$ cat src/rtl/lsu_pkg.sv
// Shared types and constants for the load/store unit.
// Fault encodings double as the rsp_fault wire values.
package lsu_pkg;

    localparam int unsigned FUNCT3_BITS = 3;

    // funct3[1:0] access size
    localparam logic [1:0] SZ_B = 2'd0;
    localparam logic [1:0] SZ_H = 2'd1;
    localparam logic [1:0] SZ_W = 2'd2;
    localparam logic [1:0] SZ_D = 2'd3;

    typedef enum logic [1:0] {
        IDLE,
        ISSUE,
        CAPTURE,
        RESP
    } state_t;

    typedef enum logic [1:0] {
        F_OK       = 2'd0,
        F_MISALIGN = 2'd1,
        F_ILLEGAL  = 2'd2,
        F_RANGE    = 2'd3
    } fault_t;

endpackage

$ cat src/rtl/lsu_check.sv
// Combinational fault classifier for a load/store request.
// Priority: illegal funct3, then out-of-range address, then misalignment.
module lsu_check
    import lsu_pkg::*;
#(
    parameter int unsigned BUS_BITS  = 64,
    parameter int unsigned ADDR_BITS = 16
) (
    input  logic                   we,
    input  logic [FUNCT3_BITS-1:0] funct3,
    input  logic [BUS_BITS-1:0]    addr,
    output fault_t                 fault
);

    logic                illegal;
    logic                range_err;
    logic                misalign;
    logic [BUS_BITS-1:0] align_mask;

    always_comb begin
        illegal   = we ? funct3[2] : (funct3 == 3'b111);
        range_err = (addr >> ADDR_BITS) != '0;

        align_mask = '0;
        case (funct3[1:0])
            SZ_B:    align_mask[2:0] = 3'b000;
            SZ_H:    align_mask[2:0] = 3'b001;
            SZ_W:    align_mask[2:0] = 3'b011;
            default: align_mask[2:0] = 3'b111;
        endcase
        misalign = (addr & align_mask) != '0;

        if (illegal) begin
            fault = F_ILLEGAL;
        end else if (range_err) begin
            fault = F_RANGE;
        end else if (misalign) begin
            fault = F_MISALIGN;
        end else begin
            fault = F_OK;
        end
    end

endmodule

$ cat src/rtl/lsu_ctrl.sv
// Load/store initiator: one request in flight, faults answered without touching memory.
// Memory returns registered, already-extended load data one cycle after issue.
module lsu_ctrl
    import lsu_pkg::*;
#(
    parameter int unsigned BUS_BITS  = 64,
    parameter int unsigned ADDR_BITS = 16
) (
    input  logic                   clk,
    input  logic                   rst_n,
    input  logic                   req_valid,
    output logic                   req_ready,
    input  logic                   req_we,
    input  logic [FUNCT3_BITS-1:0] req_funct3,
    input  logic [BUS_BITS-1:0]    req_addr,
    input  logic [BUS_BITS-1:0]    req_wdata,
    output logic                   rsp_valid,
    input  logic                   rsp_ready,
    output logic [BUS_BITS-1:0]    rsp_data,
    output logic [1:0]             rsp_fault,
    output logic                   mem_we,
    output logic [BUS_BITS-1:0]    mem_addr,
    output logic [FUNCT3_BITS-1:0] mem_funct3,
    output logic [BUS_BITS-1:0]    mem_wdata,
    input  logic [BUS_BITS-1:0]    mem_rdata
);

    state_t state;
    state_t state_next;
    fault_t req_fault;
    fault_t fault_q;
    logic   we_q;
    logic   accept;
    logic   clean;

    lsu_check #(
        .BUS_BITS (BUS_BITS),
        .ADDR_BITS(ADDR_BITS)
    ) u_check (
        .we    (req_we),
        .funct3(req_funct3),
        .addr  (req_addr),
        .fault (req_fault)
    );

    assign req_ready = (state == IDLE) || ((state == RESP) && rsp_ready);
    assign accept    = req_valid && req_ready;
    assign clean     = (req_fault == F_OK);
    assign rsp_valid = (state == RESP);
    // Decoded from state so an async reset drops the write strobe immediately
    assign mem_we    = (state == ISSUE) && we_q;
    assign rsp_fault = fault_q;

    always_ff @(posedge clk or negedge rst_n) begin
        if (!rst_n) begin
            state <= IDLE;
        end else begin
            state <= state_next;
        end
    end

    always_comb begin
        state_next = state;
        case (state)
            IDLE, RESP: begin
                if (accept) begin
                    state_next = clean ? ISSUE : RESP;
                end else if ((state == RESP) && rsp_ready) begin
                    state_next = IDLE;
                end
            end
            ISSUE:   state_next = we_q ? RESP : CAPTURE;
            CAPTURE: state_next = RESP;
            default: state_next = IDLE;
        endcase
    end

    always_ff @(posedge clk or negedge rst_n) begin
        if (!rst_n) begin
            we_q       <= 1'b0;
            mem_addr   <= '0;
            mem_funct3 <= '0;
            mem_wdata  <= '0;
            rsp_data   <= '0;
            fault_q    <= F_OK;
        end else if (accept) begin
            fault_q  <= req_fault;
            rsp_data <= '0;
            // Faulting requests leave the memory port untouched
            if (clean) begin
                we_q       <= req_we;
                mem_addr   <= req_addr;
                mem_funct3 <= req_funct3;
                mem_wdata  <= req_wdata;
            end
        end else if (state == CAPTURE) begin
            rsp_data <= mem_rdata;
        end
    end

endmodule

$ cat config.mk
export PLATFORM = sky130hd
export DESIGN_NAME = lsu_ctrl
export DESIGN_NICKNAME = d
export VERILOG_FILES = /design/src/rtl/lsu_pkg.sv /design/src/rtl/lsu_check.sv /design/src/rtl/lsu_ctrl.sv
export SDC_FILE = /design/constraint.sdc
export NUM_CORES = 1
export LEC_CHECK = 0
export BUFFER_PORTS_ARGS = -buffer_cell sky130_fd_sc_hd__buf_2
export CELL_PAD_IN_SITES_DETAIL_PLACEMENT = 1
export CELL_PAD_IN_SITES_GLOBAL_PLACEMENT = 1
export CORE_ASPECT_RATIO = 0.75
export CORE_MARGIN = 2
export CORE_UTILIZATION = 34
export DETAILED_ROUTE_END_ITERATION = 8
export GPL_TIMING_DRIVEN = 0
export PLACE_DENSITY = 0.9
export SLEW_MARGIN = 20
export SYNTH_ARGS = -nofsm -noshare
export SYNTH_HDL_FRONTEND = slang
export SYNTH_SLANG_ARGS = --single-unit
$ cat constraint.sdc
create_clock -name clk -period 2.46 [get_ports clk]
set_input_delay 0.246 -clock clk [delete_from_list [all_inputs] [get_ports clk]]
set_output_delay 0.246 -clock clk [all_outputs]
set_load 0.005 [all_outputs]
---- Word level (Yosys, flattened, before mapping) ----
Index checks and enable logic that the tools add are counted.
word-level totals
  bits in registers ....................... 200
  output and inout port bits .............. 200
operators by class
  multiplexer cells ....................... 12
  bitwise logic cells ..................... 1
  eq/ne operators ......................... 7
  reductions and logical operators ........ 12
operators by type and width
  kind                                                                   number
  64-bit 2-to-1 mux                                                      2
  64-bit nonzero test                                                    2
  64-bit by 3-bit AND with 64-bit output                                 1
  2-bit 2-to-1 mux                                                       5
  3-bit one-hot mux with 3 select lines                                  1
  2-bit equality test, second input constant                             3
  2-bit logical NOT                                                      3
  2-bit one-hot mux with 3 select lines                                  1
  2-bit by 1-bit equality test with 1-bit output, second input constant  2
  3-bit equality test, second input constant                             1
  1-bit logical AND                                                      3
  1-bit 2-to-1 mux                                                       3
  3-bit != test, second input constant                                   1
  2-bit AND reduction                                                    1
  2-bit nonzero test                                                     1
  2-bit OR reduction                                                     1
  1-bit logical OR                                                       1

---- Depth between registers and ports, before layout ----
  depth in word-level cells ............... 11
  mapped depth ............................ 9
  gate-level depth less buffers ........... 6

---- Hierarchy ----
From an unflattened synthesis, not the netlist that was laid out.
unflattened totals
  cells, all modules ...................... 535
  area, all modules ....................... 8130.3 um^2
modules (own cells, without submodules)
  module     area each (um^2)  cells an instance  instances  sequential area each (um^2)
  lsu_ctrl   7972.6            508                1          5004.8
  lsu_check  157.7             27                 1          0.0

---- Worst setup path before layout ----
No wires, ideal clock.
  path type ............................... input-to-reg
  start ................................... input req_addr[54]
  end ..................................... register mem_addr[0]
  data arrival time ....................... 1833 ps
  cell stages on the path ................. 8
  library setup time ...................... 127 ps
  slack ................................... 500 ps
  data required time ...................... 2333 ps
  cell sequence ........................... nor4_1 -> nand4_1 -> nor4_2 -> o2111a_1 -> buf_4 -> buf_12 -> buf_12 -> mux2_1
between the ends
  longest elaborated chain between the ends .. 7
  elaborated cells on any way between the ends .. 8
RTL lines
  item                                      RTL line         text
  start, declared                           lsu_ctrl.sv:15   input logic [BUS_BITS-1:0] req_addr,
  64-bit by 3-bit AND with 64-bit output    lsu_check.sv:31  misalign = (addr & align_mask) != '0;
  64-bit nonzero test                       lsu_check.sv:31
  1-bit 2-to-1 mux                          lsu_check.sv:37  end else if (misalign) begin
  2-bit 2-to-1 mux (*)                      lsu_check.sv:35  end else if (range_err) begin
  2-bit 2-to-1 mux (*)                      lsu_check.sv:33  if (illegal) begin
  2-bit logical NOT (*)                     lsu_ctrl.sv:48   assign clean = (req_fault == F_OK);
  2-bit AND reduction (no source line) (*)  -
  end signal, assigned                      lsu_ctrl.sv:92   mem_addr <= req_addr;
  end, declared                             lsu_ctrl.sv:22   output logic [BUS_BITS-1:0] mem_addr,
Every way passes the cells marked *; elsewhere a longest branch is shown, timed or not.
A chain may end at the register's enable or synchronous reset.

---- Final worst setup path ----
  start ................................... register state[0]
  end ..................................... register rsp_data[17]
between the ends
  longest elaborated chain between the ends .. 5
  elaborated cells on any way between the ends .. 8
RTL lines
  item                                                     RTL line        text
  start, declared                                          lsu_ctrl.sv:28  state_t state;
  start signal, assigned                                   lsu_ctrl.sv:58  state <= state_next;
  2-bit equality test                                      lsu_ctrl.sv:46  assign req_ready = (state == IDLE) || ((state == RESP) && rsp_ready);
  1-bit logical AND                                        lsu_ctrl.sv:46
  1-bit logical OR                                         lsu_ctrl.sv:46
  1-bit logical AND                                        lsu_ctrl.sv:47  assign accept = req_valid && req_ready;
  64-bit 2-to-1 mux or 2-bit nonzero test (tied branches)  -
  end signal, assigned                                     lsu_ctrl.sv:97  rsp_data <= mem_rdata;
  end, declared                                            lsu_ctrl.sv:19  output logic [BUS_BITS-1:0] rsp_data,
Several ways; a longest one is shown, not always the timed one.

==> reports/qor.yml <==
grt:
  grt_pass1_wl_um: 35940
  antenna_found_initial: 1
  gr-max-usage-layer: "met2"
  grt_remaining_overflow: 0
  met3_usage_pct: 7.256
  grt_util_all_layers_pct: 19.81
  grt_pass1_vias: 6584
  grt_max_degree: 93
  grtUsageMet1_pct: 22.53
  grt_use_met2_pct: 34.46
min_path:
  min_from: "req_addr[13]"
  hold_path_end: "mem_addr[13]"
  hold_path.class: "input pin to flop"
  holdPathStages: 2
logic_synthesis:
  synthMuxAreaShare_pct: 20.77
  netlist_area_mm2: 0.007639
  yosysMostFrequentCell: "dfrtp_1"
  synth_top_cell_by_area: "dfrtp_1"
  synth_compound_area_share_pct: 0.8845
  yosysSeqAreaShare_pct: 65.52
  synthTopCellsByArea: "dfrtp_1 (66%), mux2i_1 (8.4%), mux2_2 (6.5%), mux2_1 (5.9%), nor2b_1 (4.1%)"
  syn_area_per_cell_um2: 14.30
  synth-seq-cells: 200
  synth-edff-count: 0
  yosysWarnings: 0
  yosys.area_share.xor_xnor_pct: 0
  syn_nets: 738
  yosysTopAreaCellShare_pct: 65.52
  dominantRegCellSynth: "dfrtp_1"
  syn-instance-count: 534
  synth_cell_type_count: 25
  async_flop_share_pct: 100.0
  ys_top_cells_by_count: "dfrtp_1 (200), nor2_1 (65), mux2i_1 (64)"
  synth-simple-area-share_pct: 9.206
  synth_top_family_by_area: "multiplexers"
  yosys.area_share.adder_pct: 0.6552
sta:
  tightest_slew_ns: 0.7507
  relSlewSlack_pct: 49.95
  rsz0062_at_grt: "false"
  layout_min_cycle_time_ns: 2.302
  fin_skew_ns: 0.01473
  fin_crit_sh_pct: 93.59
  finalHoldViolations: 0
  setup_viol: 0
  drv_slew: 0
  timing.fmax_ghz: 0.4344
  hold_slack_ns: 0.02700
pwr:
  leakage_nw: 6.230
  power_frac_clock_pct: 30.8
  p_per_area_mw_per_mm2: 874.6
  power.total_mw: 9.353
  vdd_drop_max_uv: 428.4
  intPower_mw: 6.383
  comb_power_share_pct: 25.4
  p_seq_share_pct: 43.8
  switching_share_pct: 31.75
  power_switching_mw: 2.969
clock_tree:
  cts.sinks: 200
  clk_path_buf_depth: 2
  cts_tree: "built"
  cts_setup_buffers: 0
  cts_inserted_buffers: 17
  path_clk_slew_ns: 0.08
  clockRootBuffer: "clkbuf_16"
  clk_latency_ns: 0.43
  cts_max_level: 4
worst_setup_path:
  worstPathRequired_ns: 2.76
  reg2reg_depth: 6
  start_kind: "flop"
  r2r-start: "state[0]"
  worst_ep_arrival_time_ns: 2.60
  r2r_slack_ns: 0.16
  critPathCaptureType: "flop"
  cp_max_fo: 10
  r2r_end: "rsp_data[17]"
  critPathKind: "flop to flop"
floorplanning:
  initial_utilization_pct: 34.64
  ioPinCount: 400
  dieArea_mm2: 0.02369
  die_h_um: 133.8
  fp-row-count: 47
  core_area_mm2: 0.02205
  fp.dieW_um: 177.1
drt:
  wl_per_cell_um: 18.36
  vias: 5821
  ant_nets: 0
  drt-total-wl_um: 23190
  drtIter0Drc: 153
  drc: 0
  dr.pass1.iters: 4
  viasPerCell: 4.609
place:
  gp_congestion: 0.7794
  port_buffers: 399
  placed_cells: 1229
  place_area_mm2: 0.01007
  hpwl_um: 18280
status:
  status: "complete, no violations"
finish:
  fin_cells: 1263
  drive_gt1_share_pct: 51.14
  layout.nets: 1159
  fin_util_pct: 48.49
  finalInstanceArea_mm2: 0.01069
  area_growth_pct: 40.00
run:
  maxCapViolCount: 0
## kinds of logic after synthesis
family                   after synthesis
AO/OA/AOI/OAI                         11
flip-flops                           200
adder cells (fa/ha/maj)                4
multiplexers                         148
buffers and inverters                 32
AND/OR/NAND/NOR                      139
## critical path: stages (launching register included)
cell and delay (ns):
dfrtp_1 0.42, inv_1 0.10, ha_1 0.16, clkbuf_1 0.54, buf_1 0.59, mux2i_1 0.31
nor2_1 0.06
## metal layers
metal  share of wire [%]  wire length (um)
met5                   0                 0
met4                 2.0               468
met3                 8.9              2061
met2                  51             11910
met1                  38              8751
## per-stage QoR
stage          TNS (ns)  worst slack, ns
3_5_place_dp    -0.3509         -0.03187
2_1_floorplan         0           0.5001
3_3_place_gp    -426.57           -2.154
4_1_cts               0          0.08726
5_1_grt               0         0.004754
6_report              0           0.1578
## sequential cells by signal, indices dropped and copies added, names as in the netlist
| name | flops |
|---|---|
| mem_addr | 64 |
| mem_wdata | 64 |
| rsp_data | 64 |
| mem_funct3 | 3 |
| rsp_fault | 2 |
| state | 2 |
| we_q | 1 |
## how the worst max path moves through the flow
stage | from | to | slack [ns] | cells after the start
floorplan | req_addr[54] | mem_addr[0] | 0.50 | 8
global placement | rst_n | rsp_data[16] | -2.15 | 1
detailed placement | req_addr[30] | mem_addr[2] | -0.03 | 9
CTS | state[0] | rsp_data[3] | 0.09 | 6
global route | state[0] | rsp_data[24] | 0.005 | 7
finish | state[0] | rsp_data[17] | 0.16 | 6
## timing repair
| action | in CTS | in global routing |
|---|---|---|
| endpoints found under the hold margin | 36 | 0 |
| pin swaps | 0 | 0 |
| gates resized for setup | 1 | 1 |
| hold buffers | 1 | 0 |
| endpoints found under the setup margin | 2 | 2 |
## cells in the final DEF (no fill, tap or decap), drive strengths merged, types with 2 or more instances in the layout
| cell type | instances |
|---|---|
| dfrtp | 200 |
| and2 | 2 |
| ha | 4 |
| clkinv | 7 |
| nor4 | 14 |
| inv | 9 |
| nand2 | 4 |
| o21ai | 4 |
| nor2b | 50 |
| buf | 424 |
| mux2i | 64 |
| mux2 | 84 |
| a21oi | 3 |
| clkbuf | 23 |
| nand4 | 3 |
| nor2 | 65 |
## cell type report
type                    instances  area, um^2
inverters                       3       11.26
well taps                     294       367.9
flip-flops and latches        200        5005
clock inverters                15       185.2
repair buffers                402        2072
clock buffers                  17       425.4
multi-input cells             302        2407
plain buffers                  29       217.7
diodes                          1       2.502
fillers                      2429       11360
## power by group through the flow
stage | Combinational (mW) | Sequential [mW] | Clock (mW)
after global routing | 2.65 | 4.16 | 3.10
after CTS | 2.42 | 4.10 | 2.98
after global placement | 2.30 | 4.12 | 0
final | 2.38 | 4.10 | 2.88
after floorplan | 1.20 | 4.19 | 0
after detailed placement | 2.42 | 4.16 | 0
Power figures use the tool's default switching activity.
